--- config.mk ---
export PLATFORM = sky130hd
export DESIGN_NAME = vram_rect_fill
export DESIGN_NICKNAME = d
export VERILOG_FILES = /design/src/rtl/vram_rect_fill.sv
export SDC_FILE = /design/constraint.sdc
export NUM_CORES = 1
export LEC_CHECK = 0
export CAP_MARGIN = 0
export CORE_MARGIN = 3
export CORE_UTILIZATION = 35
export DETAILED_ROUTE_END_ITERATION = 8
export MAX_ROUTING_LAYER = met4
export SYNTH_ARGS = -nofsm -noshare
export SYNTH_HDL_FRONTEND = slang
export SYNTH_SLANG_ARGS = --single-unit
--- constraint.sdc ---
create_clock -name clock -period 4.7 [get_ports clock]
set_clock_uncertainty 0.2 [all_clocks]
set_input_delay 0.47 -clock clock [delete_from_list [all_inputs] [get_ports clock]]
set_output_delay 0.47 -clock clock [all_outputs]
set_load 0.05 [all_outputs]
--- src/rtl/vram_rect_fill.sv ---
// vram_rect_fill
// Rectangle fill engine for the tile framebuffer that the VGA scan-out reads.
// It accepts one command: a rectangle (x0, y0, w, h) in cell units and a 16-bit
// colour word. It clips the rectangle to the COLS x ROWS grid. It then writes the
// colour into every clipped cell, in row-major order, at VGA_REGION + y*COLS + x.
//
// Ports
//   clock, reset      : single clock domain, synchronous active-high reset
//   cmd_valid/ready   : command handshake; ready is high only while idle
//   cmd_x0, cmd_y0    : rectangle origin in cells
//   cmd_w, cmd_h      : rectangle size in cells
//   cmd_color         : word written to every cell
//   mem_addr/data     : write address and data (held stable while not granted)
//   mem_wren          : write request, high for the whole fill phase
//   mem_grant         : memory accepts the current write this cycle
//   busy              : high from acceptance until the done cycle inclusive
//   done              : one-cycle completion pulse
module vram_rect_fill #(
  parameter int          COLS       = 40,
  parameter int          ROWS       = 30,
  parameter logic [15:0] VGA_REGION = 16'h2000
) (
  input  logic        clock,
  input  logic        reset,
  input  logic        cmd_valid,
  output logic        cmd_ready,
  input  logic [7:0]  cmd_x0,
  input  logic [7:0]  cmd_y0,
  input  logic [7:0]  cmd_w,
  input  logic [7:0]  cmd_h,
  input  logic [15:0] cmd_color,
  output logic [15:0] mem_addr,
  output logic [15:0] mem_data,
  output logic        mem_wren,
  input  logic        mem_grant,
  output logic        busy,
  output logic        done
);

  typedef enum logic [1:0] {IDLE, CLIP, FILL, DONE} state_t;

  localparam logic [8:0]  COLS9  = 9'(COLS);
  localparam logic [8:0]  ROWS9  = 9'(ROWS);
  localparam logic [15:0] COLS16 = 16'(COLS);

  state_t state, state_next;

  logic [7:0]  x0_q, y0_q, w_q, h_q;
  logic [15:0] color_q;
  logic [7:0]  x_q, y_q;
  logic [8:0]  x_end_q, y_end_q;
  logic [15:0] row_base_q;

  logic [8:0] x_sum, y_sum, x_end_c, y_end_c;
  logic [8:0] x_inc, y_inc;
  logic       clip_empty, x_more, y_more;

  // Clip arithmetic is done 9 bits wide, so x0+w cannot wrap past 255 and
  // slip back inside the grid. The x_more/y_more terms decide where the write
  // cursor goes after each granted write.
  always_comb begin
    x_sum      = {1'b0, x0_q} + {1'b0, w_q};
    y_sum      = {1'b0, y0_q} + {1'b0, h_q};
    x_end_c    = (x_sum > COLS9) ? COLS9 : x_sum;
    y_end_c    = (y_sum > ROWS9) ? ROWS9 : y_sum;
    clip_empty = ({1'b0, x0_q} >= COLS9) || ({1'b0, y0_q} >= ROWS9) ||
                 (w_q == 8'd0) || (h_q == 8'd0);
    x_inc      = {1'b0, x_q} + 9'd1;
    y_inc      = {1'b0, y_q} + 9'd1;
    x_more     = x_inc < x_end_q;
    y_more     = y_inc < y_end_q;
  end

  // State register.
  always_ff @(posedge clock) begin
    if (reset) state <= IDLE;
    else       state <= state_next;
  end

  // Next-state logic. Every output is decoded from the state alone, so
  // mem_grant only steers the next state.
  always_comb begin
    state_next = state;
    cmd_ready  = 1'b0;
    busy       = 1'b0;
    mem_wren   = 1'b0;
    done       = 1'b0;
    case (state)
      IDLE: begin
        cmd_ready = 1'b1;
        if (cmd_valid) state_next = CLIP;
      end
      CLIP: begin
        busy       = 1'b1;
        state_next = clip_empty ? DONE : FILL;
      end
      FILL: begin
        busy     = 1'b1;
        mem_wren = 1'b1;
        if (mem_grant && !x_more && !y_more) state_next = DONE;
      end
      DONE: begin
        busy       = 1'b1;
        done       = 1'b1;
        state_next = IDLE;
      end
      default: state_next = IDLE;
    endcase
  end

  // Command latch and write cursor. row_base_q holds the address of the
  // current row's cell 0. Moving to the next row adds COLS to it, so the only
  // multiply is the one done once in CLIP.
  always_ff @(posedge clock) begin
    if (reset) begin
      x0_q       <= '0;
      y0_q       <= '0;
      w_q        <= '0;
      h_q        <= '0;
      color_q    <= '0;
      x_q        <= '0;
      y_q        <= '0;
      x_end_q    <= '0;
      y_end_q    <= '0;
      row_base_q <= VGA_REGION;
    end else begin
      case (state)
        IDLE: begin
          if (cmd_valid) begin
            x0_q    <= cmd_x0;
            y0_q    <= cmd_y0;
            w_q     <= cmd_w;
            h_q     <= cmd_h;
            color_q <= cmd_color;
          end
        end
        CLIP: begin
          x_q        <= x0_q;
          y_q        <= y0_q;
          x_end_q    <= x_end_c;
          y_end_q    <= y_end_c;
          row_base_q <= VGA_REGION + 16'(y0_q) * COLS16;
        end
        FILL: begin
          if (mem_grant) begin
            if (x_more) begin
              x_q <= x_q + 8'd1;
            end else if (y_more) begin
              x_q        <= x0_q;
              y_q        <= y_q + 8'd1;
              row_base_q <= row_base_q + COLS16;
            end
          end
        end
        default: ;
      endcase
    end
  end

  assign mem_addr = row_base_q + {8'd0, x_q};
  assign mem_data = color_q;

endmodule

==> results of run 1 <==
==> state kept, by name (all words and copies together), names as in the netlist, 8 cells and up <==
signal      cells
x_end_q         9
w_q             8
y_q             8
mem_data       16
y_end_q         9
x_q             8
h_q             8
x0_q            8
y0_q            8
row_base_q     13
==> placed cells by master (no fill, tap or decap), types with 9 or more instances in the layout <==
cell type / instances
inv_1: 36
a21oi_1: 79
a211oi_1: 11
xor2_1: 13
clkdlybuf4s50_1: 86
dfxtp_1: 97
xnor2_1: 19
o21ai_0: 13
ha_1: 56
nand2_1: 152
nor3_1: 25
clkbuf_16: 9
nand3_1: 21
a22oi_1: 9
nor2_1: 21
o21ai_1: 13
==> layer usage <==
| metal | up-vias | part of all wire, % | track usage (%) | wire (um) |
|---|---|---|---|---|
| met5 | - | 0 | - | 0 |
| met2 | 164 | 44 | 27.08 | 6941 |
| met1 | 2471 | 48 | 24.21 | 7545 |
| li1 | 2763 | - | - | - |
| met4 | 0 | 1.7 | 5.711 | 274 |
| met3 | 17 | 6.1 | 4.034 | 960 |
==> how the worst min path moves through the flow <==
| stage | to | slack (ns) | cells after the start |
|---|---|---|---|
| 3_3_place_gp | y_end_q[0]$_SDFFE_PP0P_ | 0.23 | 2 |
| 5_1_grt | x_end_q[4]$_SDFFE_PP0P_ | 0.27 | 2 |
| 2_1_floorplan | y_end_q[0]$_SDFFE_PP0P_ | 0.22 | 2 |
| 4_1_cts | mem_data[3]$_SDFFE_PP0P_ | 0.26 | 2 |
| 3_5_place_dp | x_end_q[0]$_SDFFE_PP0P_ | 0.24 | 2 |
| 6_report | y_end_q[8]$_SDFFE_PP0P_ | 0.25 | 2 |
==> power by group through the flow <==
| stage | Sequential (mW) | Combinational [mW] | Clock (mW) |
|---|---|---|---|
| after detailed placement | 1.17 | 1.79 | 0 |
| after global routing | 1.18 | 2.00 | 0.735 |
| final | 1.15 | 1.80 | 0.678 |
| after global placement | 1.16 | 1.79 | 0 |
| after floorplan | 1.19 | 1.28 | 0 |
| after CTS | 1.15 | 1.81 | 0.704 |
==> tightest hold or removal path, delay by kind of cell (launching register included) <==
| family | cells | cell delay [ns] |
|---|---|---|
| buffers and inverters | 1 | 0.06 |
| AND/OR/NAND/NOR | 1 | 0.05 |
| flip-flops | 1 | 0.30 |
==> synth_stat cells (6+ instances only) <==
cell / n
o21ai_0: 13
xnor2_1: 19
a21o_1: 8
buf_2: 10
nand2_1: 152
o21ai_1: 13
nand3_1: 21
o32ai_1: 7
xor2_1: 13
dfxtp_1: 97
a21oi_1: 79
a211oi_1: 11
inv_1: 36
nor3_1: 25
a31oi_1: 6
a22oi_1: 9
nor4_1: 8
clkbuf_1: 32
nor2_1: 21
ha_1: 56
==> cell type report <==
class	instances	share of cell area, %
clock buffers	11	3.230
clock inverters	4	0.4168
inverters	38	1.980
multi-input cells	566	50.85
flip-flops and latches	97	26.95
well taps	220	3.821
repair buffers	94	12.75
==> per-stage QoR <==
stage                     area, um^2  power, mW  instances  utilization, %
after floorplan                 5954      2.462        749               -
after global placement          6942      2.958       1015           41.71
after detailed placement        6942      2.962       1015           41.71
after CTS                       7204      3.663       1030           43.29
after global routing            7204      3.911       1030           43.29
final                           7204      3.627       1030           43.29
==> cells by family (layout without fill, tap and decap cells) <==
logic type | Yosys count | after routing
simple gates | 271 | 271
compound gates | 200 | 200
buf+inv | 86 | 147
mux | 4 | 4
xor+xnor | 32 | 32
fa+ha+maj | 59 | 59
flops | 97 | 97
==> impl_results.md, run 1 <==
* First-pass GRT wire length at 26140 um
* Worst Hold Margin at 0.2511 ns
* Row cnt at 47
* Slew margin rel. at 40.55%
* Post-CTS Setup Bufs at 0
* Leak Pwr at 2.787 nW
* Vias in the first global route at 5206
* Setup Crit Path Kind: flop to flop
* Yosys reg bits at 97
* Sequential share of the synthesized area at 32.61%
* Status: finished, final reports clean
* DP Worst Slack at 0.9464 ns
* Warning count from the yosys run at 0
* Layout cells sized above 1 at 4.938%
* Async S/R FF share, synth at 0%
* Fill cell count at 1711
* Yosys top cell area share at 32.61%
* Area of the multi-input gates at 0.003664 mm^2
* Chip width at 136.4 um
* Root Driver: clkbuf_16
* Cells after Synth at 749
* Cell Int Power at 2.000 mW
* Peak VDD IR at 243.3 uV
* Final ANT Viol Nets at 0
* Via density per instance at 5.257
* CP max FO at 12
* DIE AREA at 0.01861 mm^2
* Max-slew violation count at 0
* Crit path depth at 11
* Largest net degree at the start of global routing at 54
* CTS tree: built
* R2R Path Start: x_q[0]$_SDFFE_PP0P_
* Sequential cell area at 0.001942 mm^2
* Routed via count at 5415
* Buffer levels on the longest clock path at 2
* Routed len/inst at 15.26 um
* Buffers & Inverters on Critical Path at 0
* Final Hold Viols at 0
* Final setup vio count at 0
* Ant diodes at 0
* CTS clk-pin slew, worst paths at 0.07 ns
* Most used cell, CP: ha_1
* First-iteration detailed-routing DRC count at 382
* Max Fclk at 257.8 MHz
* Area leader, netlist: dfxtp_1
* Seq pwr share at 31.7%
* Post-layout nets at 917
* Worst path cell trace: ha_1 > nand3_1 > nor2_1 > xor2_1 > ha_1 > nand4_1 > or2_0 > o22ai_1 > o21ai_1 > or4_1 > a211oi_1
* Port Buf Inserts at 87
* R2R cell count at 11
* DR DRC count at 0
* Ports at 88
* Syn Area/Cell at 7.950 um^2
* Period utilisation layout at 82.54%
* Simple-Gate Fraction of Synth Area at 20.72%
* Synthesized area at 0.005954 mm^2
* Arrival time at the worst endpoint at 3.94 ns
* Pwr dens at 503.4 mW/mm^2
* DR pass1 iterations at 5
* Clock share of power at 18.7%
* Tightest Hold Check Type: flop to flop
* H-tree depth at 3
* Measured slew at the worst slew-check pin at 0.8918 ns
* All-Layer GR Usage at 18.05%
* Worst stage delay on the critical path at 0.56 ns
* Logic pwr share at 49.6%
* Largest family of logic cells by synthesized area: compound AO/OA/AOI/OAI gates
* Worst skew pair latency at 0.35 ns
* Worst setup startpoint: x_q[0]$_SDFFE_PP0P_
* Gr ovfl total at 0
* CP startpoint kind: flop
* Top_reg_cell synth: dfxtp_1
* HPWL Detailed at 11280 um
* Hold_sp: y_end_q[8]$_SDFFE_PP0P_
* Total core area at 0.01664 mm^2
* Syn Nets at 860
* Routed WL at 15720 um
* Synth area leaders: dfxtp_1, ha_1, nand2_1
* Post-synth EDFFs at 0
* Fin worst setup slack at 0.8204 ns
* Post_cts resized at 0
* CTS Hold Bufs at 0
* Inserted Clock Buffers at 9
* Netlist cell types at 67
* RSZ-0062 raised after global routing: no
* Clk sinks at 97
* Setup TNS Final at 0 ns
* Worst R2R End: row_base_q[15]$_SDFFE_PP0P_
* Area grow syn2layout at 20.99%
* Crit-path slowest cell: or4_1
* Xor-xnor portion of the synthesized cell area at 4.707%
* Initial antenna violation count at 0
* GPL Wtd Cong at 0.8857
* Tmin final at 3.880 ns
* Largest delay share family, worst path: simple AND/OR/NAND/NOR gates
* P_sw at 1.627 mW
* Crit path capture type: flop
* Switching Fraction at 44.86%
* CP endpoint: row_base_q[15]$_SDFFE_PP0P_
* Die Y at 136.4 um
* Mux share of post-synthesis cell area at 0.6724%
* Initial core utilization at 35.78%
* CP required at 4.76 ns
* Reg-to-reg slack, setup at 0.82 ns
* Max Cap Viol at 0
* Post-synthesis adder-cell area fraction at 12.78%
* Compound-gate portion of the synthesized area at 22.63%
Power figures use the tool's default switching activity.
==> run 2: changes to the inputs <==
- clock period: 4.7 -> 3.3 ns (I/O delays scaled with it)
==> impl_results.md, run 2 (synthesis gave the netlist of run 1 again) <==
* Max-slew violation count at 0
* Total core area at 0.01664 mm^2
* Root Driver: clkbuf_16
* Sequential cell area at 0.001944 mm^2
* Final setup vio count at 0
* Seq pwr share at 28.7%
* CTS Hold Bufs at 0
* Largest delay share family, worst path: compound AO/OA/AOI/OAI gates
* DR DRC count at 0
* Gr ovfl total at 0
* Peak VDD IR at 293.1 uV
* Measured slew at the worst slew-check pin at 0.7976 ns
* Setup TNS Final at 0 ns
* Initial antenna violation count at 0
* Post-DP Area at 0.007127 mm^2
* Inserted Clock Buffers at 9
* Worst path cell trace: ha_2 > and3_1 > xor2_1 > ha_1 > a211oi_1 > o21ai_1 > a211oi_2 > o21ai_2 > or4_1 > a211oi_1
* Final non-filler cell area at 0.007548 mm^2
* Commonest non-fill, non-tap cells in the layout: nand2_1, dfxtp_1, a21oi_1, clkdlybuf4s50_1, ha_1
* Row cnt at 47
* Logic pwr share at 48.5%
* Cell Int Power at 3.290 mW
* GPL Wtd Cong at 0.8311
* Via density per instance at 5.224
* Switching Fraction at 41.96%
* Routed WL at 16180 um
* First-iteration detailed-routing DRC count at 345
* Clock share of power at 22.9%
* Final Hold Viols at 0
* DIE AREA at 0.01861 mm^2
* Buffer levels on the longest clock path at 2
* Max Cap Viol at 0
* Post-layout nets at 934
* Initial core utilization at 35.78%
* Max reg flops at 16
* HPWL Detailed at 11810 um
* RSZ-0062 raised after global routing: no
* Worst skew pair latency at 0.35 ns
* Ports at 88
* Fill cell count at 1672
* Routed via count at 5475
* Die Y at 136.4 um
* Commonest non-fill, non-tap cell in the layout: nand2_1
* Most used cell, CP: a211oi_1
* Layout cells sized above 1 at 9.783%
* Largest net degree at the start of global routing at 49
* Arrival time at the worst endpoint at 3.14 ns
* Final Power at 5.668 mW
* CTS tree: built
* Max Fclk at 323.8 MHz
* Port Buf Inserts at 87
* Setup Crit Path Kind: flop to flop
* Status: finished, final reports clean
* Worst stage delay on the critical path at 0.47 ns
* Routed len/inst at 15.44 um
* H-tree depth at 3
* All-Layer GR Usage at 18.67%
* Crit path capture type: flop
* P_sw at 2.378 mW
* Area of the multi-input gates at 0.003705 mm^2
* Crit-path slowest cell: or4_1
* Final ANT Viol Nets at 0
* Vias in the first global route at 5353
* DR pass1 iterations at 5
* Slew margin rel. at 46.77%
* Pwr dens at 750.9 mW/mm^2
* First-pass GRT wire length at 27100 um
* Ant diodes at 0
* Chip width at 136.4 um
* Layout Utilization at 45.36%
* Area grow syn2layout at 26.77%
* Tmin final at 3.088 ns
* Leak Pwr at 2.972 nW
* Buffers & Inverters on Critical Path at 0
* CP required at 3.36 ns
* Tightest Hold Check Type: primary input to flop
* Clk sinks at 97
* CTS clk-pin slew, worst paths at 0.07 ns
* CP max FO at 4
* CP startpoint kind: flop
* Period utilisation layout at 93.59%
[run 2: cell count changes in the layout (fill, tap and decap cells not counted), moves of 3 or more]
cell,delta
nor2_1,-3
buf_4,+18
bufinv_16,+4
buf_12,+7
nor2_2,+3
clkdlybuf4s50_1,-9
[run 2: what timing repair did]
| action | CTS | global route |
|---|---|---|
| resized for setup | 0 | 15 |
| endpoints found under the setup margin | 0 | 32 |
| setup buffers | 0 | 1 |
[run 2: area by class of cell]
class	instances	share of cell area, %
Tap cell	220	3.647
Clock inverter	6	1.823
Timing Repair Buffer	111	14.77
Clock buffer	10	3.033
Sequential cell	97	25.76
Multi-Input combinational cell	566	49.08
Inverter	38	1.890
[run 2: through the flow]
stage,instances,hold slack (ns),setup slack (ns)
global placement,1031,0.2373,0.1442
detailed placement,1031,0.2427,0.04558
floorplan,749,0.2210,0.3215
CTS,1047,0.2186,0.01010
global route,1048,0.2507,0.001213
finish,1048,0.2400,0.2116
[run 2: final timing paths]
| check | endpoint | slack (ns) | cells past startpoint | startpoint |
|---|---|---|---|---|
| min | w_q[6]$_SDFFE_PP0P_ | 0.24 | 2 | reset |
| max reg2reg | row_base_q[15]$_SDFFE_PP0P_ | 0.21 | 10 | y_q[1]$_SDFFE_PP0P_ |
| min reg2reg | mem_data[14]$_SDFFE_PP0P_ | 0.25 | 2 | mem_data[14]$_SDFFE_PP0P_ |
| max | row_base_q[15]$_SDFFE_PP0P_ | 0.21 | 10 | y_q[1]$_SDFFE_PP0P_ |
[run 2: power groups by stage]
stage          Sequential, mW  Clock, mW  Combinational, mW
6_report                 1.62       1.30               2.75
5_1_grt                  1.67       1.38               3.05
4_1_cts                  1.62       1.33               2.72
3_5_place_dp             1.65          0               2.70
3_3_place_gp             1.64          0               2.69
2_1_floorplan            1.69          0               1.82
[run 2: routing by layer]
metal | routed length (um) | up-vias | track usage [%]
li1 | - | 2807 | -
met5 | 0 | - | -
met2 | 7275 | 145 | 29.39
met4 | 288 | 0 | 5.207
met1 | 7539 | 2502 | 24.02
met3 | 1078 | 21 | 4.441
